File: config.mk
export PLATFORM = sky130hd
export DESIGN_NAME = mc_ctrl
export DESIGN_NICKNAME = d
export VERILOG_FILES = /design/src/rtl/mc_ctrl.sv
export SDC_FILE = /design/constraint.sdc
export NUM_CORES = 1
export LEC_CHECK = 0
export ABC_AREA = 1
export CAP_MARGIN = 10
export CORE_AREA = 2 2 47 70
export DETAILED_ROUTE_END_ITERATION = 7
export DIE_AREA = 0 0 49 72
export MAX_ROUTING_LAYER = met4
export PLACE_DENSITY = 0.76
export SYNTH_ARGS = -nofsm -noshare
export SYNTH_HDL_FRONTEND = slang
export SYNTH_SLANG_ARGS = --single-unit
File: constraint.sdc
create_clock -name clk -period 1.8 [get_ports clk]
set_input_delay 0.27 -clock clk [delete_from_list [all_inputs] [get_ports clk]]
set_output_delay 0.27 -clock clk [all_outputs]
set_load 0.02 [all_outputs]
File: src/rtl/mc_ctrl.sv
// Control FSM for a multi-cycle MIPS-subset datapath: decodes IR and drives
// per-cycle enables and mux selects for lw, sw, R-type, beq and j.
module mc_ctrl (
  input  logic        clk,
  input  logic        rst,
  input  logic [31:0] ir_data,
  input  logic        zero,
  output logic        write_pc,
  output logic        iord,
  output logic        write_mem,
  output logic        write_dr,
  output logic        write_ir,
  output logic        memtoreg,
  output logic        regdst,
  output logic [1:0]  pcsource,
  output logic        write_c,
  output logic [1:0]  alu_ctrl,
  output logic        alu_srcA,
  output logic [1:0]  alu_srcB,
  output logic        write_a,
  output logic        write_b,
  output logic        write_reg,
  output logic [3:0]  state,
  output logic [3:0]  insn_type,
  output logic [3:0]  insn_code,
  output logic [2:0]  insn_stage
);

  typedef enum logic [3:0] {
    S_IF = 4'd0, S_ID = 4'd1, S_MADDR = 4'd2, S_MRD = 4'd3, S_LWWB = 4'd4,
    S_MWR = 4'd5, S_REX = 4'd6, S_RWB = 4'd7, S_BEQ = 4'd8, S_J = 4'd9
  } state_t;

  localparam logic [5:0] OP_R = 6'h00, OP_LW = 6'h23, OP_SW = 6'h2B,
                         OP_BEQ = 6'h04, OP_J = 6'h02;
  localparam logic [3:0] T_ILL = 4'd0, T_R = 4'd1, T_LW = 4'd2,
                         T_SW = 4'd3, T_BEQ = 4'd4, T_J = 4'd5;

  // Power-up value lets the FSM start fetching without a reset pulse.
  state_t state_q = S_IF;
  state_t state_d;

  logic [5:0] opcode, funct;
  logic [3:0] dec_type, dec_code;
  logic       unused_ir_bits;

  assign opcode         = ir_data[31:26];
  assign funct          = ir_data[5:0];
  assign unused_ir_bits = ^ir_data[25:6];

  always_comb begin
    dec_type = T_ILL;
    dec_code = 4'd0;
    case (opcode)
      OP_R: begin
        dec_type = T_R;
        case (funct)
          6'h20:   dec_code = 4'd1;
          6'h22:   dec_code = 4'd2;
          6'h24:   dec_code = 4'd3;
          6'h25:   dec_code = 4'd4;
          6'h27:   dec_code = 4'd5;
          6'h2A:   dec_code = 4'd6;
          default: dec_code = 4'd0;
        endcase
      end
      OP_LW:   dec_type = T_LW;
      OP_SW:   dec_type = T_SW;
      OP_BEQ:  dec_type = T_BEQ;
      OP_J:    dec_type = T_J;
      default: dec_type = T_ILL;
    endcase
  end

  always_ff @(posedge clk) begin
    if (rst) begin
      state_q   <= S_IF;
      insn_type <= 4'd0;
      insn_code <= 4'd0;
    end else begin
      state_q <= state_d;
      // Decode is captured once per instruction, at the end of ID.
      if (state_q == S_ID) begin
        insn_type <= dec_type;
        insn_code <= dec_code;
      end
    end
  end

  always_comb begin
    state_d = S_IF;
    case (state_q)
      S_IF: state_d = S_ID;
      S_ID: begin
        case (dec_type)
          T_LW, T_SW: state_d = S_MADDR;
          T_R:        state_d = S_REX;
          T_BEQ:      state_d = S_BEQ;
          T_J:        state_d = S_J;
          default:    state_d = S_IF;
        endcase
      end
      S_MADDR: begin
        if (dec_type == T_LW)      state_d = S_MRD;
        else if (dec_type == T_SW) state_d = S_MWR;
        else                       state_d = S_IF;
      end
      S_MRD:   state_d = S_LWWB;
      S_REX:   state_d = S_RWB;
      default: state_d = S_IF;
    endcase
  end

  always_comb begin
    write_pc  = 1'b0;
    iord      = 1'b0;
    write_mem = 1'b0;
    write_dr  = 1'b0;
    write_ir  = 1'b0;
    memtoreg  = 1'b0;
    regdst    = 1'b0;
    pcsource  = 2'b00;
    write_c   = 1'b0;
    alu_ctrl  = 2'b00;
    alu_srcA  = 1'b0;
    alu_srcB  = 2'b00;
    write_a   = 1'b0;
    write_b   = 1'b0;
    write_reg = 1'b0;
    case (state_q)
      S_IF: begin
        write_ir = 1'b1;
        write_pc = 1'b1;
        alu_srcB = 2'b01;
      end
      S_ID: begin
        write_a  = 1'b1;
        write_b  = 1'b1;
        write_c  = 1'b1;
        alu_srcB = 2'b11;
      end
      S_MADDR: begin
        alu_srcA = 1'b1;
        alu_srcB = 2'b10;
        write_c  = 1'b1;
      end
      S_MRD: begin
        iord     = 1'b1;
        write_dr = 1'b1;
      end
      S_LWWB: begin
        write_reg = 1'b1;
        memtoreg  = 1'b1;
      end
      S_MWR: begin
        iord      = 1'b1;
        write_mem = 1'b1;
      end
      S_REX: begin
        alu_srcA = 1'b1;
        alu_ctrl = 2'b10;
        write_c  = 1'b1;
      end
      S_RWB: begin
        write_reg = 1'b1;
        regdst    = 1'b1;
      end
      S_BEQ: begin
        alu_srcA = 1'b1;
        alu_ctrl = 2'b01;
        pcsource = 2'b01;
        write_pc = zero;
      end
      S_J: begin
        pcsource = 2'b10;
        write_pc = 1'b1;
      end
      default: ;
    endcase
  end

  always_comb begin
    case (state_q)
      S_IF:                       insn_stage = 3'd0;
      S_ID:                       insn_stage = 3'd1;
      S_MADDR, S_REX, S_BEQ, S_J: insn_stage = 3'd2;
      S_MRD, S_MWR:               insn_stage = 3'd3;
      S_LWWB, S_RWB:              insn_stage = 3'd4;
      default:                    insn_stage = 3'd0;
    endcase
  end

  assign state = state_q;

endmodule

# Word-level counts from Yosys, hierarchy flattened
# Memory sizes are Yosys's and may differ from the RTL's. A register that Yosys moved wholly into a read port is not among the register bits.
# Index checks and enable logic that the tools add are counted.
[word_totals] register_bits=12 mem_bits_ro=48 inputBits=35 output_inout_bits=33 elab_cells=58 memories=1
[classes] eq_ne=24 muxes=22 reduce_logical=8
[mem_list] memory="(no name shown)" words=16 width=3 read_ports=1 rd_ports_with_merged_regs=1 write_ports=0 line="183" source="case (state_q)"
[op_table] op="6-bit == test (second input constant)" n=8
[op_table] op="4-bit by 3-bit == test with 1-bit output (second input constant)" n=6
[op_table] op="4-bit one-hot mux with 5 select lines" n=1
[op_table] op="3-bit one-hot mux with 6 select lines" n=1
[op_table] op="4-bit by 2-bit == test with 1-bit output (second input constant)" n=4
[op_table] op="4-bit one-hot mux with 4 select lines" n=1
[op_table] op="3-bit one-hot mux with 5 select lines" n=1
[op_table] op="1-bit 2-to-1 mux" n=10
[op_table] op="3-bit 2-to-1 mux" n=3
[op_table] op="4-bit by 1-bit == test with 1-bit output (second input constant)" n=2
[op_table] op="4-bit == test (second input constant)" n=2
[op_table] op="2-bit one-hot mux with 2 select lines" n=2
[op_table] op="2-bit OR reduction" n=4
[op_table] op="6-bit by 2-bit == test with 1-bit output (second input constant)" n=1
[op_table] op="6-bit by 3-bit == test with 1-bit output (second input constant)" n=1
[op_table] op="6-bit logical NOT" n=1
[op_table] op="2-bit one-hot mux with 3 select lines" n=1
[op_table] op="3-bit OR reduction" n=2
[op_table] op="4-bit logical NOT" n=1
[op_table] op="4-bit 2-to-1 mux" n=1
[op_table] op="1-bit one-hot mux with 2 select lines" n=1

# Longest topological paths before layout
# Gate-level depths: netlist of run 1.
[logic_depth] depth_word=7 ltp_mapped=12 mapped_depth_nobuf=12

# Worst setup path before layout of run 1
# OpenSTA, ideal clock, no wires.
[synth_path] kind="reg-to-output" from="reg state_q[1], in the netlist state[1]" to="out write_pc" arrival_ns=1.560 t_required_ns=1.530 path_slack_ns=-0.030 stages_incl_launch_ff=5 path_buffers=0 path_cell_list="dfxtp_1 > inv_2 > nand2_1 > nor3_1 > a211o_1"
[synth_via] elab_chain_cells=3 elab_cells_between_ends=5 classes_between="eq/ne (2); mux (1); reduce/logical (2)"
[synth_lines] item="start: declaration" line="40" source="state_t state_q = S_IF;"
[synth_lines] item="start signal: assignment" line="81" source="state_q <= state_d;"
[synth_lines] item="4-bit == test / 4-bit logical NOT (equally long branches)" line="130" source="case (state_q)"
[synth_lines] item="2-bit OR reduction (no source line)"
[synth_lines] item="1-bit one-hot mux with 2 select lines *" line="130"
[synth_lines] item="end: declaration" line="8" source="output logic write_pc,"
# Every way passes the cells marked *; elsewhere a longest branch is shown, timed or not.

# Worst setup path after layout of run 1
[layout_path] from="reg state_q[3], in the netlist state[3]" to="out write_pc"
# The elaborated chain is that of the path after synthesis.

==> results of run 1 <==
==> logic make-up after synthesis <==
logic type	share of synthesized area
AOI/OAI and AO/OA	0.102
DFF	0.275
other	0.00397
adders and majority gates	0.0132
and+or+nand+nor	0.454
buffers and inverters	0.151
==> through the flow <==
| stage | hold slack [ns] | TNS (ns) |
|---|---|---|
| after floorplan | 0.461 | 0 |
| after global placement | 0.458 | -0.382 |
| after detailed placement | 0.459 | -0.467 |
| after CTS | 0.468 | 0 |
| after global routing | 0.486 | -0.00167 |
| final | 0.467 | 0 |
==> cell usage after synthesis, types with 2 or more instances <==
library cell and count:
a21oi_1 7, a31oi_1 2, buf_4 4, dfxtp_1 13
inv_1 21, inv_2 6, nand2_1 29, nand2_2 3
nand2_4 2, nand3_1 10, nand3_2 2, nand4_1 2
nor2_1 18, nor2_2 4, nor2_4 3, nor3_1 4
o21ai_0 4, o22ai_1 2
==> cell type report <==
type,instances,share of cell area
timing repair buffer,68,0.369
sequential,13,0.161
clock buffer,4,0.0272
inverter,27,0.0611
multi-input combinational,101,0.352
tap,39,0.0294
==> critical path: stages (launching register included) <==
cell           delay [ns]
dfxtp_1              0.34
inv_2                0.09
nand2_4              0.13
nor2_2               0.07
a211o_1              0.26
dlygate4sd2_1        0.32
==> metal layers <==
metal / track usage / share of wire / vias to the layer above
met5: - / 0 / -
met4: 0.0476 / 0.0038 / 0
met3: 0.0247 / 0.053 / 2
met2: 0.326 / 0.58 / 35
met1: 0.147 / 0.36 / 492
li1: - / - / 589
==> flip-flops by register name, indices dropped and copies added (netlist names) <==
register,count
insn_stage,3
insn_type,3
insn_code,3
state,4
==> what timing repair did <==
action	4_1_cts	5_1_grt
setup endpoints to repair	18	4
hold endpoints to repair	0	0
pin swaps	0	1
gates cloned	0	0
gates resized for setup	21	15
==> how the worst min path moves through the flow <==
stage / from / end / slack [ns] / depth (start not counted)
after floorplan: rst / insn_code[0] / 0.46 / 2
final: insn_code[1] / insn_code[1] / 0.47 / 2
after global routing: insn_code[0] / insn_code[0] / 0.49 / 2
after detailed placement: insn_code[0] / insn_code[0] / 0.46 / 2
after CTS: insn_code[2] / insn_code[2] / 0.47 / 2
after global placement: insn_code[1] / insn_code[1] / 0.46 / 2
==> power by group through the flow <==
stage          clock network [mW]  logic (mW)  registers (mW)
2_1_floorplan                   0      0.0992           0.323
3_3_place_gp                    0       0.226           0.310
3_5_place_dp                    0       0.228           0.311
4_1_cts                     0.258       0.221           0.305
5_1_grt                     0.264       0.243           0.305
6_report                    0.256       0.223           0.304
==> results.sh, run 1 <==
export IMPL_criticalPathCategory="flop to output pin"
export IMPL_syn_area_um2=945
export IMPL_intPower_mw=0.559
export IMPL_viasPerCell=4.44
export IMPL_arrival_ns=1.45
export IMPL_reg2reg_from="state[0]"
export IMPL_drc=0
export IMPL_cts_max_path_buffers=2
export IMPL_post_dp_hpwl_mm=2.11
export IMPL_pre_cts_slack_ns=-0.177
export IMPL_die_height_um=72
export IMPL_power_mw=0.783
export IMPL_dieArea_mm2=0.00353
export IMPL_critPathCapture="write_pc"
export IMPL_drt_iter0_drc=11
export IMPL_cts_tree="done"
export IMPL_r2r_cells=11
export IMPL_leakage_nw=0.851
export IMPL_synth_async_reset_ratio=0
export IMPL_dr_total_vias=1118
export IMPL_crit_start="state[3]"
export IMPL_die_w_um=49
export IMPL_p_per_area_mw_per_mm2=472
export IMPL_sw_frac_of_total=0.286
export IMPL_reg2reg_slack_ns=0.13
export IMPL_antenna_found_initial=0
export IMPL_cts_hold_buf=0
export IMPL_period_share=0.958
export IMPL_hold_viol=0
export IMPL_finalClockSkew_ns=0.00595
export IMPL_layout_common_cells="nand2_1 (26), clkdlybuf4s50_1 (23), buf_4 (23)"
export IMPL_fmax_ghz=0.580
export IMPL_synth_enable_flop_cells=0
export IMPL_post_dp_cell_area_mm2=0.00158
export IMPL_finalMaxSlewViolations=0
export IMPL_seq_area_frac_synth=0.275
export IMPL_hold_path_class="flop to flop"
export IMPL_setup_ws_ns=0.0755
export IMPL_setup_worst_path_end_class="output pin"
export IMPL_fill_cells=288
export IMPL_ys_types=27
export IMPL_portBuffers=45
export IMPL_clk_latency_ns=0.24
export IMPL_fin_crit_ns=1.72
export IMPL_initial_core_util=0.324
export IMPL_routedWlPerCell_um=10.4
export IMPL_ys_flop_type="dfxtp_1"
export IMPL_cts_made_buffers=3
export IMPL_grt_usage=0.159
export IMPL_firstDrtPassIters=4
export IMPL_post_cts_setup_buffer_count=0
export IMPL_cts_sinks=13
export IMPL_syn_avg_cell_area_um2=6.51
export IMPL_outcome="finished, final reports clean"
export IMPL_row_count=24
export IMPL_syn_to_final_growth_pct=75.5
export IMPL_io_pins=68
export IMPL_sequentialPowerShare=0.388
export IMPL_grt_start_max_net_pins=12
export IMPL_multiInputGateArea_um2=584
export IMPL_overflow=0
export IMPL_instances_no_fill=252
export IMPL_grt_pass1_vias=1067
export IMPL_yosysWarnings=0
export IMPL_coreArea_mm2=0.00291
export IMPL_synth_cells=145
export IMPL_ys_ff_latch=13
export IMPL_required_ns=1.53
export IMPL_crit_fanout=6
export IMPL_wl_mm=2.63
export IMPL_grt_pass1_wl_mm=4.35
export IMPL_dp_cells=248
export IMPL_synthTopCellsByArea="dfxtp_1 (28%), nand2_1 (12%), inv_1 (8.3%)"
export IMPL_finish_utilization=0.569
export IMPL_seqCellArea_um2=267
export IMPL_power_share_clock=0.327
export IMPL_synthDominantCellAreaShare=0.275
export IMPL_antenna_left=0
export IMPL_drv_cap=0
export IMPL_worstReg2RegEnd="insn_stage[1]"
export IMPL_n_antenna_cell=0
export IMPL_gp_congestion=0.801
export IMPL_h_tree_depth=1
export IMPL_root_buffer="clkbuf_8"
export IMPL_switching_power_mw=0.224
export IMPL_worstSetupStartpointType="flop"
export IMPL_clk_pin_slew_ns=0.06
export IMPL_drive_gt1_frac=0.282
export IMPL_p_comb_frac=0.285
export IMPL_fin_area_mm2=0.00166
export IMPL_yosys_area_top_type="dfxtp_1"
export IMPL_ir_drop_v=0.000448
export IMPL_layout_commonest_cell="nand2_1"
export IMPL_setup_viol=0
export IMPL_layout_nets=250
(Power assumes the default switching activity.)
==> inputs of run 2 (changes only) <==
clock period = 1.9 ns   (was 1.8 ns; I/O delays follow)
==> results.sh, run 2 (synthesis results as in run 1) <==
export IMPL_outcome="finished, final reports clean"
export IMPL_wl_mm=2.32
export IMPL_hold_depth=2
export IMPL_drt_iter0_drc=8
export IMPL_layout_common_cells="clkdlybuf4s50_1 (29), nand2_1 (28), inv_1 (21)"
export IMPL_cts_made_buffers=3
export IMPL_hold_path_class="flop to flop"
export IMPL_power_mw=0.726
export IMPL_arrival_ns=1.52
export IMPL_firstDrtPassIters=4
export IMPL_met1_usage=0.131
export IMPL_die_height_um=72
export IMPL_met2_usage=0.280
export IMPL_tns_ns=0
export IMPL_setup_viol=0
export IMPL_setup_worst_path_end_class="output pin"
export IMPL_p_per_area_mw_per_mm2=470
export IMPL_hold_end="insn_code[2]"
export IMPL_grtUsageMet3=0.0247
export IMPL_hold_viol=0
export IMPL_finalClockSkew_ns=0.00691
export IMPL_fin_crit_ns=1.80
export IMPL_reg2reg_from="state[1]"
export IMPL_grt_pass1_vias=1014
export IMPL_drv_cap=0
export IMPL_drc=0
export IMPL_required_ns=1.62
export IMPL_cts_tree="done"
export IMPL_r2r_cells=10
export IMPL_crit_fanout=7
export IMPL_finish_utilization=0.530
export IMPL_instances_no_fill=242
export IMPL_crit_start="state[3]"
export IMPL_dr_total_vias=1084
export IMPL_gp_congestion=0.773
export IMPL_n_antenna_cell=0
export IMPL_antenna_left=0
export IMPL_criticalPathCategory="flop to output pin"
export IMPL_row_count=24
export IMPL_io_pins=68
export IMPL_rsz0062_at_grt="false"
export IMPL_syn_to_final_growth_pct=63.6
export IMPL_routedWlPerCell_um=9.60
export IMPL_h_tree_depth=1
export IMPL_layout_nets=240
export IMPL_worstSetupStartpointType="flop"
export IMPL_pre_cts_slack_ns=-0.0714
export IMPL_leakage_nw=0.781
export IMPL_fmax_ghz=0.554
export IMPL_ir_drop_v=0.000386
export IMPL_clk_pin_slew_ns=0.06
export IMPL_worstReg2RegEnd="insn_stage[1]"
export IMPL_setup_ws_ns=0.0965
export IMPL_portBuffers=45
export IMPL_gr_max_usage_layer="met2"
export IMPL_antenna_found_initial=0
export IMPL_grt_start_max_net_pins=12
export IMPL_min_from="insn_code[2]"
export IMPL_cts_max_path_buffers=2
export IMPL_post_dp_hpwl_mm=1.97
export IMPL_layout_commonest_cell="clkdlybuf4s50_1"
export IMPL_period_share=0.949
export IMPL_viasPerCell=4.48
export IMPL_dp_cells=238
export IMPL_overflow=0
export IMPL_coreArea_mm2=0.00291
export IMPL_die_w_um=49
export IMPL_drive_gt1_frac=0.207
export IMPL_root_buffer="clkbuf_8"
export IMPL_grt_pass1_wl_mm=3.93
export IMPL_clk_latency_ns=0.24
export IMPL_largest_reg_flops=4
export IMPL_initial_core_util=0.324
export IMPL_finalMaxSlewViolations=0
export IMPL_reg2reg_slack_ns=0.31
export IMPL_cts_sinks=13
export IMPL_dieArea_mm2=0.00353
export IMPL_grt_usage=0.143
run 2: cell types whose count changed in the layout (fill, tap and decap cells not counted), moves of 2 or more:
| cell | previous run | this run |
|---|---|---|
| buf_4 | 23 | 13 |
| clkdlybuf4s50_1 | 23 | 29 |
| dlygate4sd2_1 | 17 | 14 |
| dfxtp_1 | 10 | 12 |
| dlymetal6s2s_1 | 4 | 2 |
| nand2_1 | 26 | 28 |
| nand2_2 | 6 | 4 |
| nor2_1 | 16 | 18 |
run 2: metrics by stage:
stage                     cell area [um^2]  hold WS, ns
after floorplan                        948        0.476
after global placement                1500        0.451
after detailed placement              1500        0.457
after CTS                             1540        0.465
after global routing                  1550        0.476
final                                 1550        0.464
run 2: worst max-delay path: stages, from the launching register on:
cell	delay (ns)
dfxtp_1	0.32
inv_2	0.12
nand2_4	0.13
nor2_1	0.11
clkdlybuf4s50_1	0.61
run 2: layout make-up:
cell class,count,area (um^2)
repair buffers,58,536
inverters,27,101
flip-flops and latches,13,262
well taps,39,48.8
clock buffers,4,45.0
fillers,290,1370
multi-input cells,101,553
run 2: where the power goes:
group,switching [mW],total [mW],leakage [nW],internal [mW]
combinational,0.106,0.197,0.651,0.0910
clock,0.0950,0.243,0.0228,0.148
sequential,0.00441,0.287,0.106,0.282
run 2: worst max path at each step:
| stage | to | slack (ns) | cells after the start |
|---|---|---|---|
| floorplan | write_pc | 0.06 | 4 |
| detailed placement | insn_stage[1] | -0.07 | 11 |
| global route | alu_srcB[0] | 0.003 | 4 |
| finish | alu_srcB[0] | 0.1 | 4 |
| CTS | write_mem | 0.002 | 3 |
| global placement | insn_stage[1] | -0.08 | 13 |
run 2: routing by layer:
metal | vias up | routed length [um]
met5 | - | 0
met4 | 0 | 21
met3 | 4 | 127
met2 | 38 | 1260
met1 | 475 | 915
li1 | 567 | -
run 2: what timing repair did:
action	CTS	global route
gates resized for setup	15	4
setup buffers	0	0
hold buffers	0	0
setup endpoints to repair	13	4
